`config.mk`:
```
export PLATFORM = sky130hd
export DESIGN_NAME = stack_spill_ctrl
export DESIGN_NICKNAME = d
export VERILOG_FILES = /design/src/rtl/stack_pkg.sv /design/src/rtl/stack_ring.sv /design/src/rtl/stack_spill_ctrl.sv
export SDC_FILE = /design/constraint.sdc
export NUM_CORES = 1
export LEC_CHECK = 0
export CAP_MARGIN = 20
export CORE_MARGIN = 1
export CORE_UTILIZATION = 36
export CTS_CLUSTER_SIZE = 40
export DETAILED_ROUTE_END_ITERATION = 8
export GPL_ROUTABILITY_DRIVEN = 0
export PLACE_DENSITY = 0.65
export SLEW_MARGIN = 25
export SYNTH_ARGS = -nofsm -noshare
export SYNTH_HDL_FRONTEND = slang
export SYNTH_HIERARCHICAL = 1
export SYNTH_SLANG_ARGS = --single-unit
```
`constraint.sdc`:
```
create_clock -name CLK -period 7.2 [get_ports CLK]
set_input_delay 1.8 -clock CLK [delete_from_list [all_inputs] [get_ports CLK]]
set_output_delay 1.8 -clock CLK [all_outputs]
set_load 0.03 [all_outputs]
```
`src/rtl/stack_pkg.sv`:
```
// Shared definitions for the data stack.
// Holds the 3-bit stack action codes issued by the control unit and the
// state encoding of the spill/fill controller FSM.
package stack_pkg;

  localparam logic [2:0] ACT_NOP     = 3'b000;
  localparam logic [2:0] ACT_POP     = 3'b001;
  localparam logic [2:0] ACT_DROP    = 3'b010;
  localparam logic [2:0] ACT_REPLACE = 3'b011;
  localparam logic [2:0] ACT_PUSH    = 3'b100;
  localparam logic [2:0] ACT_DUP     = 3'b101;
  localparam logic [2:0] ACT_RSVD    = 3'b110;
  localparam logic [2:0] ACT_SWAP    = 3'b111;

  typedef enum logic [1:0] {
    ST_IDLE  = 2'd0,
    ST_SPILL = 2'd1,
    ST_FILL  = 2'd2
  } state_e;

endpackage

```
`src/rtl/stack_ring.sv`:
```
// Register ring holding the cached part of the data stack.
// Ports:
//   clk_i        clock, rising edge
//   top_i        ring index of the top-of-stack entry
//   bot_i        ring index of the bottom cached entry
//   push_i       write wdata_i at top_i+1
//   repl_i       write wdata_i at top_i
//   swap_i       exchange entries top_i and top_i-1
//   fill_i       write fill_data_i at bot_i-1 (entry refilled from memory)
//   wdata_i      data for push/replace
//   fill_data_i  data returned by a memory fill
//   tos_o/nos_o  raw ring[top], ring[top-1]
//   bot_o        raw ring[bottom], the candidate for spilling
// Contents are not reset; the controller masks reads by the cached count.
module stack_ring #(
  parameter int WIDTH = 16,
  parameter int DEPTH = 8,
  parameter int IW    = $clog2(DEPTH)
) (
  input  logic             clk_i,
  input  logic [IW-1:0]    top_i,
  input  logic [IW-1:0]    bot_i,
  input  logic             push_i,
  input  logic             repl_i,
  input  logic             swap_i,
  input  logic             fill_i,
  input  logic [WIDTH-1:0] wdata_i,
  input  logic [WIDTH-1:0] fill_data_i,
  output logic [WIDTH-1:0] tos_o,
  output logic [WIDTH-1:0] nos_o,
  output logic [WIDTH-1:0] bot_o
);

  logic [WIDTH-1:0] ring_q [DEPTH];
  logic [IW-1:0]    top_up;
  logic [IW-1:0]    top_dn;
  logic [IW-1:0]    bot_dn;

  // Index arithmetic wraps naturally in IW bits since DEPTH is a power of 2.
  assign top_up = top_i + IW'(1);
  assign top_dn = top_i - IW'(1);
  assign bot_dn = bot_i - IW'(1);

  assign tos_o = ring_q[top_i];
  assign nos_o = ring_q[top_dn];
  assign bot_o = ring_q[bot_i];

  // The controller guarantees at most one write request per cycle.
  always_ff @(posedge clk_i) begin
    if (push_i) begin
      ring_q[top_up] <= wdata_i;
    end else if (repl_i) begin
      ring_q[top_i] <= wdata_i;
    end else if (swap_i) begin
      ring_q[top_i]  <= ring_q[top_dn];
      ring_q[top_dn] <= ring_q[top_i];
    end else if (fill_i) begin
      ring_q[bot_dn] <= fill_data_i;
    end
  end

endmodule

```
`src/rtl/stack_spill_ctrl.sv`:
```
// Data stack controller: executes stack actions on a DEPTH-entry register
// ring, spilling the bottom entry to memory when the ring is full and
// refilling from memory when fewer than two entries remain cached.
// Ports:
//   CLK, Reset           clock and synchronous active-high reset
//   action, action_valid, action_ready   action handshake with control unit
//   din                  data for PUSH/REPLACE
//   tos, nos             top / next on stack (0 when not cached)
//   depth                cached + spilled entries
//   underflow, overflow  one-cycle pulses after a rejected action
//   mem_req/we/addr/wdata/rdata/ack   spill/fill memory port
module stack_spill_ctrl
  import stack_pkg::*;
#(
  parameter int          WIDTH      = 16,
  parameter int          DEPTH      = 8,
  parameter int          MAX_SPILL  = 256,
  parameter logic [15:0] SPILL_BASE = 16'hF000
) (
  input  logic             CLK,
  input  logic             Reset,
  input  logic [2:0]       action,
  input  logic             action_valid,
  output logic             action_ready,
  input  logic [WIDTH-1:0] din,
  output logic [WIDTH-1:0] tos,
  output logic [WIDTH-1:0] nos,
  output logic [15:0]      depth,
  output logic             underflow,
  output logic             overflow,
  output logic             mem_req,
  output logic             mem_we,
  output logic [15:0]      mem_addr,
  output logic [WIDTH-1:0] mem_wdata,
  input  logic [WIDTH-1:0] mem_rdata,
  input  logic             mem_ack
);

  localparam int IW  = $clog2(DEPTH);
  localparam int CW  = IW + 1;
  localparam int SPW = $clog2(MAX_SPILL + 1);

  state_e           state_q;
  logic [IW-1:0]    t_q;
  logic [CW-1:0]    cnt_q;
  logic [SPW-1:0]   sp_q;
  logic             uf_q;
  logic             of_q;
  logic             mem_req_q;
  logic             mem_we_q;
  logic [15:0]      mem_addr_q;
  logic [WIDTH-1:0] mem_wdata_q;

  logic             full, has1, has2, sp_full, sp_any;
  logic             fill_pending, spill_need, accept, fill_we;
  logic             do_push, do_dup, do_pop, do_repl, do_swap, lack, ovf;
  logic [IW-1:0]    bot;
  logic [WIDTH-1:0] tos_raw, nos_raw, bot_raw, ring_wdata;

  assign full    = (cnt_q == CW'(DEPTH));
  assign has1    = (cnt_q != '0);
  assign has2    = (cnt_q >= CW'(2));
  assign sp_full = (sp_q == SPW'(MAX_SPILL));
  assign sp_any  = (sp_q != '0);

  // Refill has priority over any presented action.
  assign fill_pending = !has2 && sp_any;
  // A growing action on a full ring is held until the bottom entry is spilled;
  // once memory is exhausted it is accepted instead and reported as overflow.
  assign spill_need   = action_valid && (action == ACT_PUSH || action == ACT_DUP)
                        && full && !sp_full;
  assign action_ready = (state_q == ST_IDLE) && !fill_pending && !spill_need;
  assign accept       = action_valid && action_ready;
  assign fill_we      = (state_q == ST_FILL) && mem_ack;

  // Bottom = t - cnt + 1; with cnt == DEPTH the truncated count is 0.
  assign bot = t_q - IW'(cnt_q) + IW'(1);

  always_comb begin
    do_push = 1'b0;
    do_dup  = 1'b0;
    do_pop  = 1'b0;
    do_repl = 1'b0;
    do_swap = 1'b0;
    lack    = 1'b0;
    ovf     = 1'b0;
    if (accept) begin
      case (action)
        ACT_POP, ACT_DROP: if (has1) do_pop = 1'b1; else lack = 1'b1;
        ACT_REPLACE:       if (has1) do_repl = 1'b1; else lack = 1'b1;
        ACT_PUSH:          if (full) ovf = 1'b1; else do_push = 1'b1;
        ACT_DUP: begin
          if (!has1)     lack   = 1'b1;
          else if (full) ovf    = 1'b1;
          else           do_dup = 1'b1;
        end
        ACT_SWAP:          if (has2) do_swap = 1'b1; else lack = 1'b1;
        default: ;
      endcase
    end
  end

  assign ring_wdata = do_dup ? tos_raw : din;

  stack_ring #(
    .WIDTH (WIDTH),
    .DEPTH (DEPTH),
    .IW    (IW)
  ) u_ring (
    .clk_i       (CLK),
    .top_i       (t_q),
    .bot_i       (bot),
    .push_i      (do_push || do_dup),
    .repl_i      (do_repl),
    .swap_i      (do_swap),
    .fill_i      (fill_we),
    .wdata_i     (ring_wdata),
    .fill_data_i (mem_rdata),
    .tos_o       (tos_raw),
    .nos_o       (nos_raw),
    .bot_o       (bot_raw)
  );

  // Controller FSM, counters and memory handshake registers
  always_ff @(posedge CLK) begin
    if (Reset) begin
      state_q     <= ST_IDLE;
      t_q         <= IW'(DEPTH - 1);
      cnt_q       <= '0;
      sp_q        <= '0;
      uf_q        <= 1'b0;
      of_q        <= 1'b0;
      mem_req_q   <= 1'b0;
      mem_we_q    <= 1'b0;
      mem_addr_q  <= '0;
      mem_wdata_q <= '0;
    end else begin
      uf_q <= lack;
      of_q <= ovf;
      case (state_q)
        ST_IDLE: begin
          if (fill_pending) begin
            state_q    <= ST_FILL;
            mem_req_q  <= 1'b1;
            mem_we_q   <= 1'b0;
            mem_addr_q <= SPILL_BASE + 16'(sp_q) - 16'd1;
          end else if (spill_need) begin
            state_q     <= ST_SPILL;
            mem_req_q   <= 1'b1;
            mem_we_q    <= 1'b1;
            mem_addr_q  <= SPILL_BASE + 16'(sp_q);
            mem_wdata_q <= bot_raw;
          end else if (do_push || do_dup) begin
            t_q   <= t_q + IW'(1);
            cnt_q <= cnt_q + CW'(1);
          end else if (do_pop) begin
            t_q   <= t_q - IW'(1);
            cnt_q <= cnt_q - CW'(1);
          end
        end
        ST_SPILL: begin
          if (mem_ack) begin
            state_q   <= ST_IDLE;
            sp_q      <= sp_q + SPW'(1);
            cnt_q     <= cnt_q - CW'(1);
            mem_req_q <= 1'b0;
            mem_we_q  <= 1'b0;
          end
        end
        ST_FILL: begin
          if (mem_ack) begin
            state_q   <= ST_IDLE;
            sp_q      <= sp_q - SPW'(1);
            cnt_q     <= cnt_q + CW'(1);
            mem_req_q <= 1'b0;
          end
        end
        default: state_q <= ST_IDLE;
      endcase
    end
  end

  assign tos       = has1 ? tos_raw : '0;
  assign nos       = has2 ? nos_raw : '0;
  assign depth     = 16'(cnt_q) + 16'(sp_q);
  assign underflow = uf_q;
  assign overflow  = of_q;
  assign mem_req   = mem_req_q;
  assign mem_we    = mem_we_q;
  assign mem_addr  = mem_addr_q;
  assign mem_wdata = mem_wdata_q;

endmodule

```
==> results of run 1 <==
-- final cells by class --
cell class | count | area, um^2
well taps | 461 | 577
inverters | 23 | 91.3
clock buffers | 17 | 425
flip-flops and latches | 180 | 4890
fillers | 3334 | 20400
multi-input cells | 822 | 7770
clock inverters | 15 | 136
repair buffers | 152 | 1430
-- state kept, by name, indices dropped and copies added (netlist names) --
register and flops:
cnt_q 4, mem_addr 14, mem_req 1, mem_wdata 16
mem_we 1, overflow 1, sp_q 9, state_q 2
t_q 3, u_ring/ring_q 128, underflow 1
-- cell families (layout without fill, tap and decap cells) --
group,after synthesis,in the layout,synth area share
and+or+nand+nor,335,335,0.125
AOI/OAI and AO/OA,265,265,0.180
DFF,180,180,0.371
muxes,157,157,0.222
buffers and inverters,106,207,0.0503
adders and majority gates,30,30,0.0297
xor gates and xnor gates,29,29,0.0213
other,1,6,0.000285
-- routing by layer --
metal,global-route usage,vias up
li1,-,4633
met4,0.0764,0
met2,0.368,750
met1,0.305,5434
met5,0,-
met3,0.0561,93
-- report_power, final --
| part | internal [W] | switching [W] |
|---|---|---|
| Combinational | 0.00155 | 0.00214 |
| Sequential | 0.00126 | 0.0000978 |
| Clock | 0.000459 | 0.000468 |
| Total | 0.00327 | 0.00271 |
-- metrics by stage --
step,cell area (um^2),hold slack [ns],utilization
finish,15300,0.463,0.429
detailed placement,14700,0.450,0.412
global placement,14700,0.445,0.412
CTS,15300,0.462,0.428
floorplan,13200,0.466,-
global route,15300,0.497,0.429
-- Yosys cell counts, types with 9 or more instances --
library cell | n | share of area
mux4_2 | 90 | 0.15
mux2_4 | 20 | 0.023
ha_1 | 28 | 0.027
xnor2_1 | 18 | 0.012
and2_1 | 16 | 0.0076
xor2_1 | 9 | 0.0060
o221a_1 | 56 | 0.048
o21ai_0 | 24 | 0.0091
mux2_2 | 23 | 0.020
nor2_1 | 74 | 0.021
nand3_1 | 11 | 0.0042
inv_1 | 22 | 0.0063
nor2b_1 | 26 | 0.012
a21oi_1 | 30 | 0.011
buf_4 | 10 | 0.0057
edfxtp_1 | 128 | 0.29
dfxtp_1 | 52 | 0.079
nand2_1 | 133 | 0.038
nor3_1 | 18 | 0.0068
buf_2 | 16 | 0.0061
clkbuf_1 | 35 | 0.010
a221o_1 | 73 | 0.056
buf_6 | 9 | 0.0077
mux2i_1 | 18 | 0.014
a2bb2oi_1 | 10 | 0.0067
-- worst max-delay path: stages --
cell and delay [ns]:
clkdlybuf4s50_1 0.62, and3b_1 0.25, a22oi_1 0.30, a22oi_2 0.13
nor2_2 0.18, nand2_1 0.15, nor4bb_4 0.46, buf_4 0.36
or3b_1 0.56, nor2_1 0.26, nand3_1 0.36, o31ai_2 0.44
buf_4 0.35
-- worst min-delay path by stage --
stage / end / slack [ns] / depth (start not counted) / from
after floorplan: state_q[0]$_SDFFE_PP0P_ / 0.47 / 2 / state_q[0]$_SDFFE_PP0P_
after global placement: mem_addr[9]$_SDFFE_PP0P_ / 0.44 / 2 / mem_addr[9]$_SDFFE_PP0P_
after detailed placement: mem_addr[10]$_SDFFE_PP0P_ / 0.45 / 2 / mem_addr[10]$_SDFFE_PP0P_
after CTS: mem_addr[10]$_SDFFE_PP0P_ / 0.46 / 2 / mem_addr[10]$_SDFFE_PP0P_
after global routing: mem_addr[11]$_SDFFE_PP0P_ / 0.50 / 2 / mem_addr[11]$_SDFFE_PP0P_
final: mem_addr[10]$_SDFFE_PP0P_ / 0.46 / 2 / mem_addr[10]$_SDFFE_PP0P_
==> reports/metrics.yaml, run 1 <==
root_buffer: "clkbuf_16"
hold_path.class: "flip-flop to flip-flop"
violations: "DRC"
fin_crit_ns: 6.08
clk_latency_ns: 0.44
ir_drop_mv: 0.269
cts.clk_slew.worst_paths_ns: 0.08
syn_to_final_growth_pct: 16.4
layout_common_cells: "nand2_1 (133), edfxtp_1 (128), clkdlybuf4s50_1 (116), mux4_2 (90), a221o_1 (73)"
antenna_found_initial: 1
final_cells: 1670
clk_path_buf_depth: 2
startpoint: "action[1]"
met1Wirelength_um: 17100
worst_pin_slew_ns: 1.21
cts_hold_buf: 0
drt-vias-per-instance: 6.53
routedWlPerCell_um: 25.9
num-nets-final: 1265
hold_viol_final: 0
max_freq_mhz: 164
crit_arrival_ns: 6.22
clock_sinks: 180
critPathLaunchType: "input port"
synth_async_sr_flop_share: 0
drive_gt1_frac: 0.215
netlist_instances: 1103
place_hpwl_um: 29100
cts_setup_buffers: 0
drtPass1Iterations: 9
cp-endpoint: "u_ring/ring_q[0][9]$_DFFE_PP_"
synth-seq-area-share: 0.371
top_layer_used: "met4"
cts_buffers: 17
ys_types: 90
wl_met2_um: 20300
r2r_cells: 12
avgSynthCellArea_um2: 11.9
h-tree-depth: 4
grt_pass1_wl_um: 65400
yosys_most_used_dff: "edfxtp_1"
synth_area_mm2: 0.0132
num_vias: 10910
rsz0062_at_grt: "false"
cp.required_ns: 7.34
first_iter_violations: 1593
r2r_slack_ns: 2.18
fin_ws_ns: 1.12
rows: 69
maxCapViolations: 0
die-area_mm2: 0.0373
ctsResizeCount: 0
crit_path_end_kind: "flip-flop"
start_util: 0.368
grt_pass1_vias: 10499
path_max_fanout: 19
drtAntennaViolNets: 0
ios: 124
diodes: 0
setup_viol: 0
power_density_mw_per_mm2: 390
power.total_w: 0.00598
layout_commonest_cell: "nand2_1"
status: "finished with violations"
coreArea_mm2: 0.0357
fin_tns_setup_ns: 0
worstSetupPathType: "input port to flip-flop"
skew_ns: 0.0122
fin_crit_sh: 0.844
routed_wl_um: 43300
portBuffers: 117
dp_cells: 1638
p_leak_nw: 5.33
wl_met3_um: 4600
overflow: 0
relSlewSlack: 0.193
die_y_um: 193
cts_tree: "done"
drv_slew: 0
synth_edf_count: 128
route.detailed.drc: 11
dpl_worst_slack_ns: 0.822
grt_max_degree: 54
yosysWarnings: 6
die_w_um: 193
grt.total_usage: 0.230
regToRegStartpoint: "t_q[1]$_SDFFE_PP1P_"
synth_seq_cells: 180
r2r-end: "u_ring/ring_q[5][12]$_DFFE_PP_"
(Power assumes the default switching activity.)
==> inputs of run 2 (changes only) <==
==> constraint.sdc (replaced) <==
create_clock -name CLK -period 5.7 [get_ports CLK]
set_input_delay 1.425 -clock CLK [delete_from_list [all_inputs] [get_ports CLK]]
set_output_delay 1.425 -clock CLK [all_outputs]
set_load 0.03 [all_outputs]
==> run 2 against run 1 <==
Via count fell by 0.17%. Clock skew grew 0.0022 ns. The run still ends with DRC left. Cell count is 1.3% higher. Clock power increased by 27%. Highest routed layer unchanged. First-iteration DRC count down 7.8%. Global-route usage rose by 0.16 points. Register-to-register slack got worse by 1.0 ns.
==> reports/metrics.yaml, run 2 (synthesis results as in run 1) <==
antenna_found_initial: 0  # -1
cts_setup_buffers: 0  # unchanged
cts.clk_slew.worst_paths_ns: 0.07  # about the same
root_buffer: "clkbuf_16"
fin_crit_ns: 5.36
cts_buffers: 17  # unchanged
routed_wl_um: 43500  # +0.58%
rsz0062_at_grt: "false"
clk_latency_ns: 0.46  # +0.02 ns
crit_path_end_kind: "primary output"
max_freq_mhz: 187
p_seq_frac: 0.227  # about the same
path_max_fanout: 29  # +10
place_hpwl_um: 29400  # +0.98%
grt_pass1_wl_um: 65400  # about the same
power_density_mw_per_mm2: 488  # +25%
largest_reg_flops: 128  # unchanged
critPathLaunchType: "flip-flop"
drt-vias-per-instance: 6.44  # -1.4%
die_w_um: 193  # unchanged
worst_pin_slew_ns: 1.04  # -0.168 ns
p_clk_frac: 0.157  # +0.002
cp.required_ns: 4.28  # -3.06 ns
setup_viol: 0  # unchanged
drtPass1Iterations: 9  # unchanged
fin_tns_setup_ns: 0  # unchanged
ios: 124  # unchanged
routedWlPerCell_um: 25.7  # -0.67%
hold_viol_final: 0  # unchanged
coreArea_mm2: 0.0357  # unchanged
pwr-share-comb: 0.617  # about the same
grt_pass1_vias: 10737  # +2.3%
fin_crit_sh: 0.940
status: "finished with violations"
crit_arrival_ns: 3.93  # -2.29 ns
cts_hold_buf: 0  # unchanged
drive_gt1_frac: 0.230  # +0.0152
ir_drop_mv: 0.281  # +4.4%
cts_tree: "done"
layout_commonest_cell: "nand2_1"
final_util: 0.433  # +0.00434
violations: "DRC"
grt_max_degree: 45  # -17%
p_int_w: 0.00419  # +28%
num-nets-final: 1285  # +1.6%
maxCapViolations: 0  # unchanged
start_util: 0.368  # unchanged
rows: 69  # unchanged
portBuffers: 117  # unchanged
p_leak_nw: 5.43  # +1.9%
layout_common_cells: "nand2_1 (133), edfxtp_1 (128), clkdlybuf4s50_1 (116), mux4_2 (90), a221o_1 (73)"
worstSetupPathType: "flip-flop to primary output"
clock_sinks: 180  # unchanged
num_vias: 10891  # -0.17%
die_y_um: 193  # unchanged
switching_share: 0.445  # -0.00759
relSlewSlack: 0.305  # +0.112
switchingPower_w: 0.00337  # +24%
skew_ns: 0.0143  # +0.00218 ns
drtAntennaViolNets: 0  # unchanged
route.detailed.drc: 4  # -7
overflow: 0  # unchanged
ctsResizeCount: 0  # unchanged
first_iter_violations: 1469  # -7.8%
grt.total_usage: 0.231  # +0.00160
drv_slew: 0  # unchanged
h-tree-depth: 4  # unchanged
clk_path_buf_depth: 2  # unchanged
syn_to_final_growth_pct: 17.6
top_register: "u_ring/ring_q"
die-area_mm2: 0.0373  # unchanged
hold_path.class: "flip-flop to flip-flop"
==> run 2: cell types whose count changed in the layout (fill, tap and decap cells not counted), sizes merged <==
cell and change:
clkbuf +3, diode +1, clkinvlp -1, clkinv -2, buf +20
==> run 2: layout make-up <==
cell class | count | area [um^2]
Fill cell | 3326 | 20300
Multi-Input combinational cell | 822 | 7730
Sequential cell | 180 | 4890
Timing Repair Buffer | 172 | 1600
Tap cell | 461 | 577
Clock buffer | 20 | 478
Clock inverter | 12 | 100
Inverter | 23 | 91.3
Antenna cell | 1 | 2.50
==> run 2: worst paths after layout <==
| path | startpoint | to | slack (ns) | cells past startpoint |
|---|---|---|---|---|
| setup / recovery | t_q[0]$_SDFFE_PP1P_ | nos[8] | 0.34 | 8 |
| hold / removal | mem_addr[9]$_SDFFE_PP0P_ | mem_addr[9]$_SDFFE_PP0P_ | 0.46 | 2 |
| setup reg to reg | cnt_q[1]$_SDFFE_PP0P_ | u_ring/ring_q[7][2]$_DFFE_PP_ | 1.16 | 13 |
| hold reg to reg | mem_addr[9]$_SDFFE_PP0P_ | mem_addr[9]$_SDFFE_PP0P_ | 0.46 | 2 |
==> run 2: critical path, cell delays in order (launching register included) <==
cell and delay [ns]:
dfxtp_2 0.35, inv_6 0.32, ha_2 0.36, xor2_4 0.38, buf_4 0.38, mux4_2 0.56
mux2_4 0.36, and2_1 0.17, clkdlybuf4s50_1 0.59
==> run 2: stage by stage <==
stage	instances	hold WS (ns)	setup WS (ns)	power [W]	cell area [um^2]
2_1_floorplan	1108	0.466	0.0879	0.00492	13200
3_3_place_gp	1658	0.444	0.438	0.00629	14900
3_5_place_dp	1658	0.454	0.378	0.00635	14900
4_1_cts	1690	0.465	0.350	0.00755	15500
5_1_grt	1690	0.486	0.241	0.00792	15500
6_report	1691	0.459	0.342	0.00755	15500
==> run 2: power by group through the flow <==
stage	Sequential [W]	Combinational (W)	Clock [W]
after floorplan	0.00176	0.00317	0
after global placement	0.00173	0.00456	0
after detailed placement	0.00174	0.00461	0
after CTS	0.00171	0.00465	0.00119
after global routing	0.00173	0.00494	0.00125
final	0.00171	0.00466	0.00118
==> run 2: routing by layer <==
metal / global-route usage / up-vias / routed length [um]
met5: 0 / - / 0
met4: 0.103 / 0 / 1620
met3: 0.0617 / 135 / 4800
met2: 0.369 / 747 / 20200
met1: 0.295 / 5343 / 16900
li1: - / 4666 / -
==> inputs of run 3 (changes only) <==
--- a/config.mk
+++ b/config.mk
@@ -11,6 +11,7 @@
 export CTS_CLUSTER_SIZE = 40
 export DETAILED_ROUTE_END_ITERATION = 8
 export GPL_ROUTABILITY_DRIVEN = 0
+export GPL_TIMING_DRIVEN = 0
 export PLACE_DENSITY = 0.65
 export SLEW_MARGIN = 25
 export SYNTH_ARGS = -nofsm -noshare
==> run 3 against run 2 <==
Sequential share of layout area down 0.97 points. The flow still finishes with violations (DRC). Critical path type is now input port to flip-flop. Worst hold slack worse by 0.00065 ns. Die area unchanged.
==> reports/metrics.yaml, run 3 (synthesis results as in run 1) <==
cts_tree: "done"
drive_gt1_frac: 0.228  # -0.00179
largest_reg_flops: 128  # unchanged
portBuffers: 114  # -2.6%
first_iter_violations: 1587  # +8.0%
grt_pass1_vias: 10943  # +1.9%
layout_common_cells: "nand2_1 (132), edfxtp_1 (128), clkdlybuf4s50_1 (98), mux4_2 (90)"
post_dp_cell_area_mm2: 0.0152  # +2.0%
critPathLaunchType: "input port"
rows: 69  # unchanged
routed_wl_um: 46200  # +6.2%
p_leak_nw: 5.75  # +6.0%
grt_pass1_wl_um: 68600  # +4.8%
hold_viol_final: 0  # unchanged
grt.total_usage: 0.244  # +0.0128
fin_tns_setup_ns: 0  # unchanged
power_density_mw_per_mm2: 489  # +0.14%
worstSetupPathType: "input port to flip-flop"
cts_buffers: 17  # unchanged
cts_hold_buf: 0  # unchanged
route.detailed.drc: 11  # +7
fin_crit_ns: 5.54  # +0.183 ns
h-tree-depth: 4  # unchanged
skew_ns: 0.0142  # -0.000109 ns
cts.clk_slew.worst_paths_ns: 0.07  # about the same
grt_max_degree: 17  # -62%
syn_to_final_growth_pct: 21.2
diodes: 0  # -1
antenna_found_initial: 0  # unchanged
relSlewSlack: 0.194  # -0.111
worst_pin_slew_ns: 1.21  # +0.162 ns
clock_sinks: 180  # unchanged
drv_slew: 0  # unchanged
clk_latency_ns: 0.44  # -0.02 ns
fillers: 3279  # -1.4%
coreArea_mm2: 0.0357  # unchanged
root_buffer: "clkbuf_16"
layout_commonest_cell: "nand2_1"
ir_drop_mv: 0.313  # +11%
layout.area.seq_mm2: 0.00488  # about the same
crit_arrival_ns: 5.68  # +1.75 ns
clk_path_buf_depth: 2  # unchanged
place_hpwl_um: 32500  # +11%
routedWlPerCell_um: 26.6  # +3.3%
multi_input_area_mm2: 0.00782  # +1.1%
top_register: "u_ring/ring_q"
stdcell_area_mm2: 0.0160  # +3.1%
start_util: 0.368  # unchanged
cp.required_ns: 5.84  # +1.56 ns
drt-vias-per-instance: 6.48  # +0.62%
violations: "DRC"
fin_crit_sh: 0.972  # +0.0321
die_y_um: 193  # unchanged
crit_path_end_kind: "flip-flop"
overflow: 0  # unchanged
max_freq_mhz: 180  # -3.3%
path_max_fanout: 10  # -66%
maxCapViolations: 0  # unchanged
hold_path.class: "flip-flop to flip-flop"
die-area_mm2: 0.0373  # unchanged
drtPass1Iterations: 9  # unchanged
drtAntennaViolNets: 0  # unchanged
status: "finished with violations"
ios: 124  # unchanged
setup_viol: 0  # unchanged
num_vias: 11270  # +3.5%
num-nets-final: 1334  # +3.8%
die_w_um: 193  # unchanged
run 3: metal layers:
metal | wire length, um | GRT usage | part of all wire | up-vias
met3 | 5280 | 0.0668 | 0.11 | 146
met4 | 1450 | 0.0927 | 0.031 | 0
met5 | 0 | 0 | 0 | -
met1 | 17600 | 0.309 | 0.38 | 5520
met2 | 21900 | 0.398 | 0.47 | 822
li1 | - | - | - | 4782
run 3: path summary, 6_finish.rpt:
check                           startpoint                       endpoint  cells after the start  slack [ns]
setup reg to reg     cnt_q[0]$_SDFFE_PP0P_  u_ring/ring_q[7][0]$_DFFE_PP_                     13        0.65
hold / removal    mem_addr[9]$_SDFFE_PP0P_       mem_addr[9]$_SDFFE_PP0P_                      2        0.46
setup / recovery                 action[1]  u_ring/ring_q[7][0]$_DFFE_PP_                     13        0.16
hold reg to reg   mem_addr[9]$_SDFFE_PP0P_       mem_addr[9]$_SDFFE_PP0P_                      2        0.46
run 3: cell type report:
type,instances,area share
Inverter,23,0.00573
Tap cell,461,0.0362
Clock inverter,14,0.00933
Buffer,83,0.0369
Timing Repair Buffer,138,0.0886
Clock buffer,18,0.0269
Sequential cell,180,0.306
Multi-Input combinational cell,822,0.490
run 3: repair_timing:
action	in CTS	in global routing
pin swaps	3	5
resized for setup	21	13
buffers inserted	6	6
endpoints found under the setup margin	94	130
run 3: critical path: stages:
cell	delay, ns
clkdlybuf4s50_1	0.63
and3b_1	0.25
a22oi_1	0.30
a22oi_2	0.19
nor2_2	0.20
nand2_1	0.16
nor4b_4	0.47
clkbuf_2	0.38
nor2_1	0.13
a21oi_1	0.44
o221ai_2	0.34
o31ai_4	0.51
buf_6	0.22
run 3: power by group:
| group | leakage [nW] | internal, W | switching (W) |
|---|---|---|---|
| clock network | 0.279 | 0.000651 | 0.000542 |
| logic | 3.90 | 0.00204 | 0.00287 |
| registers | 1.57 | 0.00159 | 0.000103 |
| total | 5.75 | 0.00429 | 0.00351 |
run 3: through the flow:
stage | power [W] | cells | setup slack (ns) | util | hold slack (ns)
4_1_cts | 0.00771 | 1733 | 0.00907 | 0.444 | 0.465
5_1_grt | 0.00811 | 1739 | -0.0363 | 0.446 | 0.487
6_report | 0.00780 | 1739 | 0.159 | 0.446 | 0.458
3_3_place_gp | 0.00640 | 1683 | -2.89 | 0.417 | 0.451
2_1_floorplan | 0.00492 | 1108 | 0.0879 | - | 0.466
3_5_place_dp | 0.00653 | 1695 | -0.820 | 0.425 | 0.455
